--- src/rtl/ara_perf_window_ctrl_pkg.sv ---
`default_nettype none
// +----------------------------------------------------------------------------+
// | Module  : ara_perf_pkg                                                     |
// | Brief   : Shared types and indices for the Ara performance window block.   |
// | Revision: 1.0                                                              |
// +----------------------------------------------------------------------------+
package ara_perf_pkg;

  typedef enum logic [1:0] {
    IDLE  = 2'd0,
    ARMED = 2'd1,
    RUN   = 2'd2,
    DRAIN = 2'd3
  } perf_state_e;

  localparam int unsigned EvtDcacheMiss = 0;
  localparam int unsigned EvtIcacheMiss = 1;
  localparam int unsigned EvtSbFull     = 2;

  localparam int unsigned RdIdxRuntime  = 0;

endpackage
`default_nettype wire

--- src/rtl/ara_perf_window_ctrl_counter.sv ---
`default_nettype none
// +----------------------------------------------------------------------------+
// | Module  : ara_perf_counter                                                 |
// | Brief   : One live counter plus its snapshot register; saturating with a   |
// |           sticky overflow flag when ARA_PERF_SATURATE_EN is defined.       |
// | Revision: 1.0                                                              |
// +----------------------------------------------------------------------------+
module ara_perf_counter
  import ara_perf_pkg::*;
#(
  parameter int CntWidth = 64
) (
  input  logic                clk_i,
  input  logic                rst_i,
  input  logic                clear_i,
  input  logic                en_i,
  input  logic                snap_i,
  output logic [CntWidth-1:0] snap_o,
  output logic                ovf_o
);

  logic [CntWidth-1:0] r_cnt;
  logic [CntWidth-1:0] r_snap;
  logic [CntWidth-1:0] w_cnt_next;

`ifdef ARA_PERF_SATURATE_EN
  logic r_ovf;
  logic w_ovf_next;

  // An increment attempted at all-ones is swallowed and flagged instead.
  always_comb begin
    w_cnt_next = r_cnt;
    w_ovf_next = r_ovf;
    if (en_i) begin
      if (&r_cnt) begin
        w_ovf_next = 1'b1;
      end else begin
        w_cnt_next = r_cnt + {{(CntWidth-1){1'b0}}, 1'b1};
      end
    end
  end

  always_ff @(posedge clk_i) begin
    if (rst_i || clear_i) begin
      r_ovf <= 1'b0;
    end else begin
      r_ovf <= w_ovf_next;
    end
  end

  assign ovf_o = r_ovf;
`else
  assign w_cnt_next = r_cnt + {{(CntWidth-1){1'b0}}, en_i};
  assign ovf_o      = 1'b0;
`endif

  // Snapshot captures the pre-increment value; clear overrides everything.
  always_ff @(posedge clk_i) begin
    if (rst_i || clear_i) begin
      r_cnt  <= '0;
      r_snap <= '0;
    end else begin
      r_cnt <= w_cnt_next;
      if (snap_i) begin
        r_snap <= r_cnt;
      end
    end
  end

  assign snap_o = r_snap;

endmodule
`default_nettype wire

--- src/rtl/ara_perf_window_ctrl.sv ---
`default_nettype none
// +----------------------------------------------------------------------------+
// | Module  : ara_perf_window_ctrl                                             |
// | Brief   : Sequenced measurement window for Ara runtime and event counters, |
// |           with idle-time snapshots and a snapshot read port.               |
// |           Optional macro: ARA_PERF_SATURATE_EN (saturating counters).      |
// | Revision: 1.0                                                              |
// +----------------------------------------------------------------------------+
module ara_perf_window_ctrl
  import ara_perf_pkg::*;
#(
  parameter int NrEvents = 3,
  parameter int CntWidth = 64,
  parameter int IdxWidth = $clog2(NrEvents + 1)
) (
  input  logic                clk_i,
  input  logic                rst_i,
  input  logic                sw_en_i,
  input  logic                clear_i,
  input  logic                acc_req_valid_i,
  input  logic                ara_idle_i,
  input  logic [NrEvents-1:0] event_i,
  input  logic                rd_valid_i,
  input  logic [IdxWidth-1:0] rd_idx_i,
  output logic                rd_ready_o,
  output logic                rdata_valid_o,
  output logic [CntWidth-1:0] rdata_o,
  output logic [1:0]          state_o,
  output logic [NrEvents:0]   ovf_o
);

  localparam logic [1:0] S_IDLE  = IDLE;
  localparam logic [1:0] S_ARMED = ARMED;
  localparam logic [1:0] S_RUN   = RUN;
  localparam logic [1:0] S_DRAIN = DRAIN;

  logic [1:0]          r_state;
  logic [1:0]          w_state_d;
  logic                r_pending;
  logic                r_rdata_valid;
  logic [CntWidth-1:0] r_rdata;
  logic [CntWidth-1:0] w_rd_mux;
  logic                w_count_en;
  logic                w_quiet;
  logic                w_drain_done;
  logic                w_pend_set;
  logic                w_snap_load;
  logic [CntWidth-1:0] w_snap [NrEvents+1];
  logic [NrEvents:0]   w_ovf;

  assign w_quiet      = ara_idle_i && !acc_req_valid_i;
  assign w_drain_done = (r_state == S_DRAIN) && w_quiet;

  // The dispatch that opens the window is itself the first counted cycle.
  assign w_count_en   = (r_state == S_RUN) || (r_state == S_DRAIN) ||
                        ((r_state == S_ARMED) && sw_en_i && acc_req_valid_i);
  assign w_pend_set   = w_count_en && acc_req_valid_i;
  assign w_snap_load  = !clear_i && ((r_pending && w_quiet) || w_drain_done);

  always_comb begin
    w_state_d = r_state;
    unique case (r_state)
      S_IDLE:  if (sw_en_i) w_state_d = S_ARMED;
      S_ARMED: begin
        if (!sw_en_i) begin
          w_state_d = S_IDLE;
        end else if (acc_req_valid_i) begin
          w_state_d = S_RUN;
        end
      end
      S_RUN:   if (!sw_en_i) w_state_d = S_DRAIN;
      S_DRAIN: begin
        if (w_quiet) begin
          w_state_d = S_IDLE;
        end else if (sw_en_i) begin
          w_state_d = S_RUN;
        end
      end
      default: w_state_d = S_IDLE;
    endcase
  end

  for (genvar i = 0; i <= NrEvents; i++) begin : g_cnt
    logic w_en;
    if (i == RdIdxRuntime) begin : g_runtime
      assign w_en = w_count_en;
    end else begin : g_event
      assign w_en = w_count_en && event_i[i-1];
    end

    ara_perf_counter #(
      .CntWidth (CntWidth)
    ) u_counter (
      .clk_i   (clk_i),
      .rst_i   (rst_i),
      .clear_i (clear_i),
      .en_i    (w_en),
      .snap_i  (w_snap_load),
      .snap_o  (w_snap[i]),
      .ovf_o   (w_ovf[i])
    );
  end

  // Out-of-range indices fall through to zero.
  always_comb begin
    w_rd_mux = '0;
    for (int i = 0; i <= NrEvents; i++) begin
      if (rd_idx_i == IdxWidth'(i)) begin
        w_rd_mux = w_snap[i];
      end
    end
  end

  always_ff @(posedge clk_i) begin
    if (rst_i) begin
      r_state       <= S_IDLE;
      r_pending     <= 1'b0;
      r_rdata_valid <= 1'b0;
      r_rdata       <= '0;
    end else begin
      r_state <= w_state_d;
      if (clear_i) begin
        r_pending <= 1'b0;
      end else if (w_pend_set) begin
        r_pending <= 1'b1;
      end else if (w_snap_load) begin
        r_pending <= 1'b0;
      end
      r_rdata_valid <= rd_valid_i;
      if (rd_valid_i) begin
        r_rdata <= w_rd_mux;
      end
    end
  end

  assign rd_ready_o    = !rst_i;
  assign rdata_valid_o = r_rdata_valid;
  assign rdata_o       = r_rdata;
  assign state_o       = r_state;
  assign ovf_o         = w_ovf;

endmodule
`default_nettype wire

--- config.mk ---
export PLATFORM = sky130hd
export DESIGN_NAME = ara_perf_window_ctrl
export DESIGN_NICKNAME = d
export VERILOG_FILES = /design/src/rtl/ara_perf_window_ctrl_pkg.sv /design/src/rtl/ara_perf_window_ctrl_counter.sv /design/src/rtl/ara_perf_window_ctrl.sv
export SDC_FILE = /design/constraint.sdc
export NUM_CORES = 1
export LEC_CHECK = 0
export ABC_CLOCK_PERIOD_IN_PS = 2800
export BUFFER_PORTS_ARGS = -buffer_cell sky130_fd_sc_hd__buf_2
export CAP_MARGIN = 20
export CORE_MARGIN = 1.5
export CORE_UTILIZATION = 40
export CTS_BUF_LIST = sky130_fd_sc_hd__clkbuf_8
export CTS_CLUSTER_DIAMETER = 50
export DETAILED_ROUTE_END_ITERATION = 8
export PLACE_DENSITY = 0.64
export SYNTH_ARGS = -nofsm -noshare
export SYNTH_HDL_FRONTEND = slang
export SYNTH_SLANG_ARGS = --single-unit
--- constraint.sdc ---
create_clock -name clk_i -period 2.8 [get_ports clk_i]
set_input_delay 0 -clock clk_i [delete_from_list [all_inputs] [get_ports clk_i]]
set_output_delay 0 -clock clk_i [all_outputs]
set_load 0.01 [all_outputs]
==> run summary <==
post-synthesis cell type count = 47
DRC violations left = 0
cell area after synthesis = 24500 sq um
run status = completed
number of max-cap violations = 0
die height = 251 um
Ports = 84
port bufs = 79
vias in the first global route = 20000
Logic pwr share = 2.4%
GRT overflow = 0
utilization after layout = 46.8%
Critical Path RT = 3440 ps
final number of hold-violating endpoints = 0
most frequent cells in the layout = 607 x nand2_1, 579 x dfxtp_1, 349 x a21oi_1
ys async rst share = 0%
Placed Cells = 3631
slowest CP cell = or3_1
worst-skew pair later-pin latency = 710 ps
reg-to-reg slack, setup = 160 ps
Switching Fraction = 22.9%
slowest stage delay, CP = 400 ps
most common cell after layout, fill and taps aside = nand2_1
Adder-Cell Fraction of Synth Area = 0.408%
clock skew = 29.5 ps
Rows = 90
cts bufs inserted = 100
Clk network pwr share = 47.4%
wire length per cell = 17.6 um
post-route ant nets = 0
die width = 251 um
WHS = 87.0 ps
switching power = 3770 uW
Reg power frac = 50.2%
Crit Path Class = reg -> reg
Syn Inst Count = 2862
Synth Area in Compound Gates = 9.27%
Mapped Avg Cell Area = 8.57 sq um
Post-synth EDFFs = 0
Critical Path Start Type = register
Hold Crit Class = in -> reg
final std cells w/o fill = 3826
Pwr Density = 581 nW/um^2
Worst slew margin = 42.8%
Most used DFF post-synth = dfxtp_1
vias post-DR = 21000
FMAX = 0.379 GHz
largest net degree at the start of global routing = 105
GRT Overall Usage = 21.2%
Power Internal = 12700 uW
WL final = 67500 um
sequential fraction of the synthesis area = 47.3%
Layout area overhead = 15.5%
initial core utilization = 40.6%
Initial DRC Count = 1817
final worst-path cycle share = 94.3%
core area = 60500 sq um
vias per cell = 5.48
crit path buf inv count = 3
htree depth = 3
unrepaired setup endpoints after global routing = false
dpl hpwl = 46700 um
Total Die Area = 62800 sq um
# setup viols final = 0
TritonRoute pass-1 iters = 6
mux cell area share after synthesis = 8.49%
Least-Margin Pin Slew = 858 ps
Final nets = 2986
CTS tree = built
Post-Synth XOR/XNOR Area = 5.61%
Worst Path Max Fanout = 7
layout cells sized above 1 = 13.3%
Max Slew Vio Count = 0
clock transition time at the flip-flop clock pins of the worst setup and hold paths = 60 ps
initial antenna violation count = 4
crit-path cells = a31oi_4 -> buf_4 -> inv_1 -> ha_1 -> ha_1 -> nand4_1 -> nor4_2 -> buf_4 -> nand4_1 -> or3_1 -> a21oi_1
Yosys warnings = 0
Root Buffer = clkbuf_8
register bit total from synthesis = 580
first-pass GRT wire length = 107000 um
gpl congestion = 0.896
post-synthesis simple-gate area fraction = 25.5%
largest family of logic cells by synthesized area = simple AND/OR/NAND/NOR gates
Worst path top cell family by delay = simple AND/OR/NAND/NOR gates
CTS Buffer Depth = 3
Worst setup EP type = register
CTS Sinks = 580
Max VDD drop = 0.362 mV
arrival time at the worst endpoint = 3280 ps
Lkg Pwr = 0.00941 uW
Tmin final = 2640 ps
worst paths after layout:
path                                   endpoint  cells past startpoint                           from
setup / recovery   g_cnt[0].u_counter.r_cnt[50]                     11                     state_o[0]
hold / removal                      rdata_o[52]                      3                          rst_i
setup reg to reg   g_cnt[0].u_counter.r_cnt[50]                     11                     state_o[0]
hold reg to reg   g_cnt[2].u_counter.snap_o[15]                      2  g_cnt[2].u_counter.snap_o[15]
cell type report:
| type | count | area (sq um) |
|---|---|---|
| Fill cell | 5745 | 32100 |
| Multi-Input combinational cell | 2076 | 12200 |
| Sequential cell | 580 | 11600 |
| Clock buffer | 123 | 1690 |
| Timing Repair Buffer | 177 | 1390 |
| Tap cell | 782 | 978 |
| Clock inverter | 56 | 352 |
| Inverter | 31 | 116 |
| Antenna cell | 1 | 2.50 |
metal layers:
layer	vias up	global-route usage, %	part of all wire, %
li1	10100	-	-
met1	10100	28.3	45
met2	589	33.8	46
met5	-	0	0.034
met3	134	3.67	5.5
met4	4	9.45	3.6
worst register-to-register path: stages (launching register included):
cell and delay [ps]:
dfxtp_2 350, a31oi_4 120, buf_4 180, inv_1 50, ha_1 180, ha_1 190
nand4_1 150, nor4_2 340, buf_4 250, nand4_1 250, or3_1 400, a21oi_1 140
power groups by stage:
| stage | clock, uW | combinational (uW) | sequential (uW) |
|---|---|---|---|
| after floorplan | 0 | 267 | 8440 |
| after global placement | 0 | 382 | 8440 |
| after detailed placement | 0 | 388 | 8440 |
| after CTS | 7990 | 401 | 8260 |
| after global routing | 8340 | 431 | 8260 |
| final | 7800 | 402 | 8260 |
cells in the mapped netlist (5+ instances only):
cell | count | area share [%]
nand2_1 | 607 | 9.3
dfxtp_1 | 580 | 47
a21oi_1 | 349 | 7.1
nor2_1 | 266 | 4.1
clkbuf_1 | 143 | 2.2
nand4_1 | 121 | 3.1
xor2_1 | 93 | 3.3
nand3_1 | 89 | 1.8
o21ai_0 | 77 | 1.6
or3_1 | 74 | 1.9
mux2i_1 | 64 | 2.6
mux4_2 | 64 | 5.9
xnor2_1 | 64 | 2.3
inv_1 | 31 | 0.47
nor3_1 | 30 | 0.61
nor4_1 | 30 | 0.77
and3_1 | 28 | 0.71
buf_1 | 20 | 0.31
and2_1 | 19 | 0.48
and4_1 | 19 | 0.68
or4_1 | 15 | 0.46
o31ai_1 | 11 | 0.34
buf_2 | 9 | 0.18
ha_1 | 8 | 0.41
or2_2 | 6 | 0.15
nand4b_1 | 5 | 0.18
nor4_4 | 5 | 0.43
through the flow:
step                total power (uW)  area (sq um)  setup slack [ps]  TNS [ps]
global placement                8820         26100             -74.7      -110
global route                   17000         28300              2.53         0
detailed placement              8830         26100              -106      -153
floorplan                       8710         24500              92.1         0
CTS                            16600         28300              15.6         0
finish                         16500         28300               160         0
repair_timing:
action / 4_1_cts / 5_1_grt
buffers inserted: 2 / 2
resized for setup: 3 / 10
hold endpoints to repair: 49 / 0
hold buffers: 11 / 0
endpoints found under the setup margin: 5 / 44
pin swaps: 1 / 5
state kept, by name, summed over array words and instances (netlist names):
name,flops
g_cnt.u_counter.r_cnt,256
g_cnt.u_counter.snap_o,256
rdata_o,64
state_o,2
r_pending,1
rdata_valid_o,1
kinds of logic (layout without fill, tap and decap cells):
kind of cell	count (synthesis)	in the layout
mux	128	128
simple gates	1334	1334
buf+inv	209	387
compound gates	445	445
other cells	1	5
fa+ha+maj	8	8
xor+xnor	157	157
flops	580	580
No activity file was read; power rests on OpenSTA's default activity.
